$ cat src/rtl/cgra_config_loader_if.sv
// Handshake bundle between the host config port, the config loader and the CGRA tiles.
interface cgra_config_loader_if #(
    parameter int NUM_TILES = 4,
    parameter int TILE_ID_W = 2,
    parameter int ADDR_W    = 3,
    parameter int OPT_W     = 59
);
    localparam int MSG_W = TILE_ID_W + ADDR_W + OPT_W;

    logic                        recv_cfg__en;
    logic [MSG_W-1:0]            recv_cfg__msg;
    logic                        recv_cfg__rdy;
    logic [NUM_TILES-1:0]        send_waddr__en;
    logic [NUM_TILES*ADDR_W-1:0] send_waddr__msg;
    logic [NUM_TILES-1:0]        send_waddr__rdy;
    logic [NUM_TILES-1:0]        send_wopt__en;
    logic [NUM_TILES*OPT_W-1:0]  send_wopt__msg;
    logic [NUM_TILES-1:0]        send_wopt__rdy;

    modport master (
        output recv_cfg__en, recv_cfg__msg, send_waddr__rdy, send_wopt__rdy,
        input  recv_cfg__rdy, send_waddr__en, send_waddr__msg, send_wopt__en, send_wopt__msg
    );

    modport slave (
        input  recv_cfg__en, recv_cfg__msg, send_waddr__rdy, send_wopt__rdy,
        output recv_cfg__rdy, send_waddr__en, send_waddr__msg, send_wopt__en, send_wopt__msg
    );
endinterface

$ cat src/rtl/cgra_config_loader.sv
// Buffers a host configuration burst in a small FIFO and dispatches each word,
// address and opt together, to the tile named in its tile-id field.
module cgra_config_loader #(
    parameter int NUM_TILES  = 4,
    parameter int TILE_ID_W  = 2,
    parameter int ADDR_W     = 3,
    parameter int OPT_W      = 59,
    parameter int FIFO_DEPTH = 4,
    parameter int LEN_W      = 8
) (
    input  logic                 clk,
    input  logic                 reset,
    input  logic                 cfg_start,
    input  logic [LEN_W-1:0]     cfg_len,
    cgra_config_loader_if.slave  bus,
    output logic                 busy,
    output logic                 done,
    output logic                 err
);
    localparam int MSG_W = TILE_ID_W + ADDR_W + OPT_W;
    localparam int PTR_W = (FIFO_DEPTH > 1) ? $clog2(FIFO_DEPTH) : 1;
    localparam int CNT_W = PTR_W + 1;
    localparam logic [CNT_W-1:0]     FULL_CNT   = CNT_W'(FIFO_DEPTH);
    localparam logic [TILE_ID_W:0]   TILE_LIMIT = (TILE_ID_W + 1)'(NUM_TILES);

    typedef enum logic [1:0] {
        ST_IDLE  = 2'd0,
        ST_LOAD  = 2'd1,
        ST_DRAIN = 2'd2,
        ST_DONE  = 2'd3
    } state_t;

    state_t             state_q, state_d;
    logic [LEN_W-1:0]   len_q, len_d;
    logic [LEN_W-1:0]   acc_cnt_q, acc_cnt_d;
    logic [LEN_W-1:0]   disp_cnt_q, disp_cnt_d;
    logic               err_q, err_d;
    logic [MSG_W-1:0]   fifo_q [FIFO_DEPTH];
    logic [MSG_W-1:0]   fifo_d [FIFO_DEPTH];
    logic [PTR_W-1:0]   wr_ptr_q, wr_ptr_d;
    logic [PTR_W-1:0]   rd_ptr_q, rd_ptr_d;
    logic [CNT_W-1:0]   count_q, count_d;

    logic                  in_burst_s, empty_s, full_s, rdy_s, push_s;
    logic                  head_ok_s, bad_s, fire_s, pop_s;
    logic [MSG_W-1:0]      head_s;
    logic [TILE_ID_W-1:0]  head_tile_s;
    logic [ADDR_W-1:0]     head_addr_s;
    logic [OPT_W-1:0]      head_opt_s;

    assign in_burst_s  = (state_q == ST_LOAD) || (state_q == ST_DRAIN);
    assign empty_s     = (count_q == {CNT_W{1'b0}});
    assign full_s      = (count_q == FULL_CNT);
    assign rdy_s       = (state_q == ST_LOAD) && !full_s && (acc_cnt_q < len_q);
    assign push_s      = bus.recv_cfg__en && rdy_s;
    assign head_s      = fifo_q[rd_ptr_q];
    assign head_tile_s = head_s[MSG_W-1 -: TILE_ID_W];
    assign head_addr_s = head_s[OPT_W +: ADDR_W];
    assign head_opt_s  = head_s[OPT_W-1:0];
    assign head_ok_s   = ({1'b0, head_tile_s} < TILE_LIMIT);
    assign bad_s       = in_burst_s && !empty_s && !head_ok_s;
    assign pop_s       = fire_s || bad_s;

    assign bus.recv_cfg__rdy = rdy_s;
    assign busy = in_burst_s;
    assign done = (state_q == ST_DONE);
    assign err  = err_q;

    // Steer the FIFO head to its tile; both fields move in the same cycle or not at all.
    always_comb begin
        bus.send_waddr__en  = {NUM_TILES{1'b0}};
        bus.send_wopt__en   = {NUM_TILES{1'b0}};
        bus.send_waddr__msg = {(NUM_TILES*ADDR_W){1'b0}};
        bus.send_wopt__msg  = {(NUM_TILES*OPT_W){1'b0}};
        fire_s              = 1'b0;
        for (int t = 0; t < NUM_TILES; t++) begin
            if (in_burst_s && !empty_s && (head_tile_s == TILE_ID_W'(t)) &&
                bus.send_waddr__rdy[t] && bus.send_wopt__rdy[t]) begin
                bus.send_waddr__en[t]                 = 1'b1;
                bus.send_wopt__en[t]                  = 1'b1;
                bus.send_waddr__msg[t*ADDR_W +: ADDR_W] = head_addr_s;
                bus.send_wopt__msg[t*OPT_W +: OPT_W]    = head_opt_s;
                fire_s                                = 1'b1;
            end else begin
                bus.send_waddr__en[t] = 1'b0;
                bus.send_wopt__en[t]  = 1'b0;
            end
        end
    end

    // Next-state, FIFO bookkeeping and burst counters.
    always_comb begin
        state_d    = state_q;
        len_d      = len_q;
        acc_cnt_d  = acc_cnt_q;
        disp_cnt_d = disp_cnt_q;
        err_d      = err_q;
        fifo_d     = fifo_q;
        wr_ptr_d   = wr_ptr_q;
        rd_ptr_d   = rd_ptr_q;
        count_d    = count_q + CNT_W'(push_s) - CNT_W'(pop_s);

        if (push_s) begin
            fifo_d[wr_ptr_q] = bus.recv_cfg__msg;
            wr_ptr_d         = wr_ptr_q + PTR_W'(1);
            acc_cnt_d        = acc_cnt_q + LEN_W'(1);
        end else begin
            wr_ptr_d = wr_ptr_q;
        end

        if (pop_s) begin
            rd_ptr_d   = rd_ptr_q + PTR_W'(1);
            disp_cnt_d = disp_cnt_q + LEN_W'(1);
        end else begin
            rd_ptr_d = rd_ptr_q;
        end

        if (bad_s) begin
            err_d = 1'b1;
        end else begin
            err_d = err_q;
        end

        // DRAIN exit looks at post-update counts so DONE follows the last dispatch directly.
        case (state_q)
            ST_IDLE: begin
                if (cfg_start) begin
                    if (cfg_len != {LEN_W{1'b0}}) begin
                        state_d    = ST_LOAD;
                        len_d      = cfg_len;
                        acc_cnt_d  = {LEN_W{1'b0}};
                        disp_cnt_d = {LEN_W{1'b0}};
                        err_d      = 1'b0;
                    end else begin
                        state_d = ST_DONE;
                    end
                end else begin
                    state_d = ST_IDLE;
                end
            end
            ST_LOAD: begin
                if (push_s && (acc_cnt_d == len_q)) begin
                    state_d = ST_DRAIN;
                end else begin
                    state_d = ST_LOAD;
                end
            end
            ST_DRAIN: begin
                if ((count_d == {CNT_W{1'b0}}) && (disp_cnt_d == len_q)) begin
                    state_d = ST_DONE;
                end else begin
                    state_d = ST_DRAIN;
                end
            end
            ST_DONE:  state_d = ST_IDLE;
            default:  state_d = ST_IDLE;
        endcase
    end

    // State and FIFO registers; reset discards any buffered words.
    always_ff @(posedge clk or negedge reset) begin
        if (!reset) begin
            state_q    <= ST_IDLE;
            len_q      <= {LEN_W{1'b0}};
            acc_cnt_q  <= {LEN_W{1'b0}};
            disp_cnt_q <= {LEN_W{1'b0}};
            err_q      <= 1'b0;
            fifo_q     <= '{default: {MSG_W{1'b0}}};
            wr_ptr_q   <= {PTR_W{1'b0}};
            rd_ptr_q   <= {PTR_W{1'b0}};
            count_q    <= {CNT_W{1'b0}};
        end else begin
            state_q    <= state_d;
            len_q      <= len_d;
            acc_cnt_q  <= acc_cnt_d;
            disp_cnt_q <= disp_cnt_d;
            err_q      <= err_d;
            fifo_q     <= fifo_d;
            wr_ptr_q   <= wr_ptr_d;
            rd_ptr_q   <= rd_ptr_d;
            count_q    <= count_d;
        end
    end
endmodule

$ cat src/flat_wrapper.sv
// flat-port wrapper written by rule: the top's interface ports become plain ports
module cgra_config_loader_flat 
#(
    parameter int NUM_TILES  = 4,
    parameter int TILE_ID_W  = 2,
    parameter int ADDR_W     = 3,
    parameter int OPT_W      = 59,
    parameter int FIFO_DEPTH = 4,
    parameter int LEN_W      = 8
)
  (clk, reset, cfg_start, cfg_len, busy, done, err, bus_recv_cfg__en, bus_recv_cfg__msg, bus_send_waddr__rdy, bus_send_wopt__rdy, bus_recv_cfg__rdy, bus_send_waddr__en, bus_send_waddr__msg, bus_send_wopt__en, bus_send_wopt__msg);
  cgra_config_loader_if #(.NUM_TILES(NUM_TILES), .TILE_ID_W(TILE_ID_W), .ADDR_W(ADDR_W), .OPT_W(OPT_W)) bus_i ();
  input  logic clk;
  input  logic reset;
  input  logic cfg_start;
  input  logic [LEN_W-1:0] cfg_len;
  output logic busy;
  output logic done;
  output logic err;
  input wire logic [$bits(bus_i.recv_cfg__en)-1:0] bus_recv_cfg__en;
  input wire logic [$bits(bus_i.recv_cfg__msg)-1:0] bus_recv_cfg__msg;
  input wire logic [$bits(bus_i.send_waddr__rdy)-1:0] bus_send_waddr__rdy;
  input wire logic [$bits(bus_i.send_wopt__rdy)-1:0] bus_send_wopt__rdy;
  output wire logic [$bits(bus_i.recv_cfg__rdy)-1:0] bus_recv_cfg__rdy;
  output wire logic [$bits(bus_i.send_waddr__en)-1:0] bus_send_waddr__en;
  output wire logic [$bits(bus_i.send_waddr__msg)-1:0] bus_send_waddr__msg;
  output wire logic [$bits(bus_i.send_wopt__en)-1:0] bus_send_wopt__en;
  output wire logic [$bits(bus_i.send_wopt__msg)-1:0] bus_send_wopt__msg;
  assign bus_i.recv_cfg__en = bus_recv_cfg__en;
  assign bus_i.recv_cfg__msg = bus_recv_cfg__msg;
  assign bus_i.send_waddr__rdy = bus_send_waddr__rdy;
  assign bus_i.send_wopt__rdy = bus_send_wopt__rdy;
  assign bus_recv_cfg__rdy = bus_i.recv_cfg__rdy;
  assign bus_send_waddr__en = bus_i.send_waddr__en;
  assign bus_send_waddr__msg = bus_i.send_waddr__msg;
  assign bus_send_wopt__en = bus_i.send_wopt__en;
  assign bus_send_wopt__msg = bus_i.send_wopt__msg;
  cgra_config_loader #(.NUM_TILES(NUM_TILES), .TILE_ID_W(TILE_ID_W), .ADDR_W(ADDR_W), .OPT_W(OPT_W), .FIFO_DEPTH(FIFO_DEPTH), .LEN_W(LEN_W)) u_core (.clk(clk), .reset(reset), .cfg_start(cfg_start), .cfg_len(cfg_len), .bus(bus_i), .busy(busy), .done(done), .err(err));
endmodule
$ cat config.mk
export PLATFORM = sky130hd
export DESIGN_NAME = cgra_config_loader_flat
export DESIGN_NICKNAME = d
export VERILOG_FILES = /design/src/rtl/cgra_config_loader_if.sv /design/src/rtl/cgra_config_loader.sv /design/src/flat_wrapper.sv
export SDC_FILE = /design/constraint.sdc
export NUM_CORES = 1
export LEC_CHECK = 0
export ABC_AREA = 1
export CORE_AREA = 2 2 167 169
export DETAILED_ROUTE_END_ITERATION = 6
export DIE_AREA = 0 0 169 171
export PLACE_DENSITY = 0.85
export SLEW_MARGIN = 20
export SYNTH_ARGS = -nofsm -noshare
export SYNTH_HDL_FRONTEND = slang
export SYNTH_SLANG_ARGS = --single-unit
$ cat constraint.sdc
create_clock -name clk -period 9.4 [get_ports clk]
set_clock_uncertainty 0.05 [all_clocks]
set_input_delay 1.88 -clock clk [delete_from_list [all_inputs] [get_ports clk]]
set_output_delay 1.88 -clock clk [all_outputs]
set_load 0.05 [all_outputs]
==> impl_metrics.env <==
export IMPL_leakagePower_nw=8.58
export IMPL_viasPerCell=5.52
export IMPL_synth_top_area_share_pct=50.1
export IMPL_worstSetupPathType="flop to output port"
export IMPL_overflow=0
export IMPL_die_height_um=171
export IMPL_syn2layout_area_growth_pct=30.8
export IMPL_cap_violations=0
export IMPL_core_area_um2=27300
export IMPL_worst_ep_required_time_ns=7.47
export IMPL_report_final_slew_viol_count=0
export IMPL_ys_ff_latch=289
export IMPL_tritoncts="built"
export IMPL_vias=13800
export IMPL_powerDensity_nw_per_um2=314
export IMPL_final_cell_area_um2=18900
export IMPL_placed_cell_area_um2=17900
export IMPL_synthDistinctLibCells=29
export IMPL_track_usage_pct=27.6
export IMPL_port_buffers=342
export IMPL_firstDrtPassIters=6
export IMPL_critPathLaunchType="flop"
export IMPL_hp_class="flop to flop"
export IMPL_drc=0
export IMPL_worstMarginPinSlew_ns=0.914
export IMPL_syn_nets=1985
export IMPL_synthTopCellsByArea="dfrtp_1, nand2_1, o21ai_0"
export IMPL_cts_htree_levels=1
export IMPL_grt_pass1_vias=13100
export IMPL_drive_gt1_share_pct=3.67
export IMPL_final_util_pct=69.1
export IMPL_power_total_mw=5.93
export IMPL_drt_wl_total_um=41100
export IMPL_dieArea_um2=28900
export IMPL_grtUsageMet1_pct=35.1
export IMPL_grt_met2_usage_pct=48.6
export IMPL_ant_nets=0
export IMPL_clk_transition_reported_paths_ns=0.06
export IMPL_fillers=2175
export IMPL_root_buffer="clkbuf_16"
export IMPL_top_usage_layer="met2"
export IMPL_slew_headroom_pct=39.1
export IMPL_yosysSeqAreaShare_pct=50.1
export IMPL_grt_pass1_wl_um=65200
export IMPL_min_period_ns=7.28
export IMPL_setup_viol=0
export IMPL_cts_setup_buffers=0
export IMPL_synth_top_cells_by_count="nand2_1, dfrtp_1, nor2_1"
export IMPL_rows=61
export IMPL_cts_buffers=30
export IMPL_outcome="complete, no violations"
export IMPL_ctsHoldBuffers=0
export IMPL_clock_latency_ns=0.56
export IMPL_fin_setup_tns_ns=0
export IMPL_fin_nets=2238
export IMPL_start_util_pct=52.9
export IMPL_drtIter0Drc=1657
export IMPL_met3_usage_pct=3.40
export IMPL_cp_max_fo=70
export IMPL_clockBufferDepth=3
export IMPL_synth_async_sr_flop_share_pct=100
export IMPL_gp_congestion=0.876
export IMPL_postSynthCellCount=1880
export IMPL_avgSynthCellArea_um2=7.68
export IMPL_timing_critical_path_arrival_ns=5.35
export IMPL_io_pins=344
export IMPL_synth_edf_count=0
export IMPL_hold_ws_ns=0.433
export IMPL_synth_top_flop_cell="dfrtp_1"
export IMPL_die_w_um=169
export IMPL_grt_max_degree=87
export IMPL_ys_warnings_count=0
export IMPL_dp_hpwl_um=26600
export IMPL_clock_sinks=289
export IMPL_post_route_period_util_pct=77.5
export IMPL_netlist_area_um2=14400
export IMPL_ir_worst_vdd_mv=0.240
export IMPL_wl_per_cell_um=16.4
export IMPL_antenna_found_initial=2
export IMPL_max_freq_mhz=137
export IMPL_finalHoldViolations=0
export IMPL_critPathCaptureType="output port"
export IMPL_yosysMostFrequentCell="nand2_1"
export IMPL_cts_resized=0
export IMPL_synth_top_area_cell="dfrtp_1"
export IMPL_grt_setup_unrepaired="no"
[metrics by stage]
| step | std cells | setup slack, ns |
|---|---|---|
| global route | 2503 | 1.84 |
| global placement | 2447 | 2.86 |
| CTS | 2501 | 2.14 |
| finish | 2503 | 2.12 |
| detailed placement | 2447 | 2.74 |
| floorplan | 1880 | 4.33 |
[routing by layer]
metal  share of wire [%]  wire (µm)  up-vias
li1                    -          -     6558
met1                  42      17100     6656
met2                  49      20200      524
met3                 5.9       2440       81
met4                 3.0       1250        0
met5                   0          0        -
[cells by family (layout without fill, tap and decap cells)]
group | after synthesis | after routing | synth area share (%)
and+or+nand+nor | 892 | 892 | 23.8
AOI/OAI and AO/OA | 408 | 408 | 16.4
DFF | 289 | 289 | 50.1
buffers and inverters | 256 | 531 | 7.06
adders and majority gates | 21 | 21 | 1.87
xor gates and xnor gates | 13 | 13 | 0.788
other | 1 | 3 | 0.0260
[layout by cell type (no fill, tap or decap), types with 2 or more instances in the layout]
cell type	netlist	final
nor3_1	6	6
clkbuf_8	0	8
nand3_1	28	25
diode_2	0	2
clkbuf_1	106	7
inv_1	117	117
nand3_2	0	3
xnor2_1	2	2
nand2_4	2	6
clkdlybuf4s50_1	0	341
a32o_1	62	62
o21ai_0	267	267
nand2_2	1	2
nand4_1	7	7
nand2_1	566	561
xor2_1	11	11
o211ai_1	3	3
ha_1	20	20
clkinv_2	0	7
buf_4	11	15
inv_4	0	2
clkbuf_16	0	31
a21oi_1	70	70
nor2_1	280	280
o21ai_1	4	4
dfrtp_1	289	288
[worst max-delay path, cell delays in order, from the launching register on]
cell and delay [ns]:
dfrtp_4 0.78, inv_4 0.60, buf_4 0.72, nand2_1 0.18, nand2_1 0.10, nand2_1 0.05
nand2_1 0.16, nand3_2 0.60, buf_4 0.54, nor2_1 0.18, clkdlybuf4s50_1 0.84
[where the power goes]
group / total, mW / internal (mW) / switching, mW / leakage, nW
Clock: 1.17 / 0.690 / 0.482 / 0.489
Sequential: 2.16 / 1.80 / 0.361 / 3.68
Combinational: 2.60 / 0.863 / 1.74 / 4.42
Total: 5.93 / 3.35 / 2.58 / 8.58
[sequential cells by signal, indices dropped and copies added (netlist names)]
| register | count |
|---|---|
| u_core.len_q | 8 |
| u_core.fifo_q | 256 |
| u_core.state_q | 2 |
| u_core.rd_ptr_q | 2 |
| u_core.acc_cnt_q | 8 |
| u_core.wr_ptr_q | 2 |
| u_core.count_q | 3 |
| u_core.disp_cnt_q | 8 |
[worst paths after layout]
path	from	endpoint	slack, ns	depth (start not counted)
worst min-delay path	u_core.fifo_q[85]$_DFFE_PN0P_	u_core.fifo_q[85]$_DFFE_PN0P_	0.43	2
worst min register to register	u_core.fifo_q[85]$_DFFE_PN0P_	u_core.fifo_q[85]$_DFFE_PN0P_	0.43	2
max in group asynchronous	reset	u_core.fifo_q[75]$_DFFE_PN0P_	6.66	2
worst max register to register	u_core.rd_ptr_q[0]$_DFFE_PN0N_	u_core.state_q[0]$_DFF_PN0_	3.25	23
worst max-delay path	u_core.rd_ptr_q[0]$_DFFE_PN0N_	bus_send_wopt__msg[95]	2.12	10
min in group asynchronous	reset	u_core.len_q[1]$_DFFE_PN0P_	1.23	1
[final cells by class]
cell class              count  area (µm²)  share of cell area (%)
clock inverters             8        65.1                   0.344
inverters                 120         455                    2.41
flip-flops and latches    289        7240                    38.3
diodes                      2        5.00                  0.0265
well taps                 346         433                    2.29
multi-input cells        1335        6240                    33.1
clock buffers              46         912                    4.83
repair buffers            357        3540                    18.7
(Power assumes the default switching activity.)
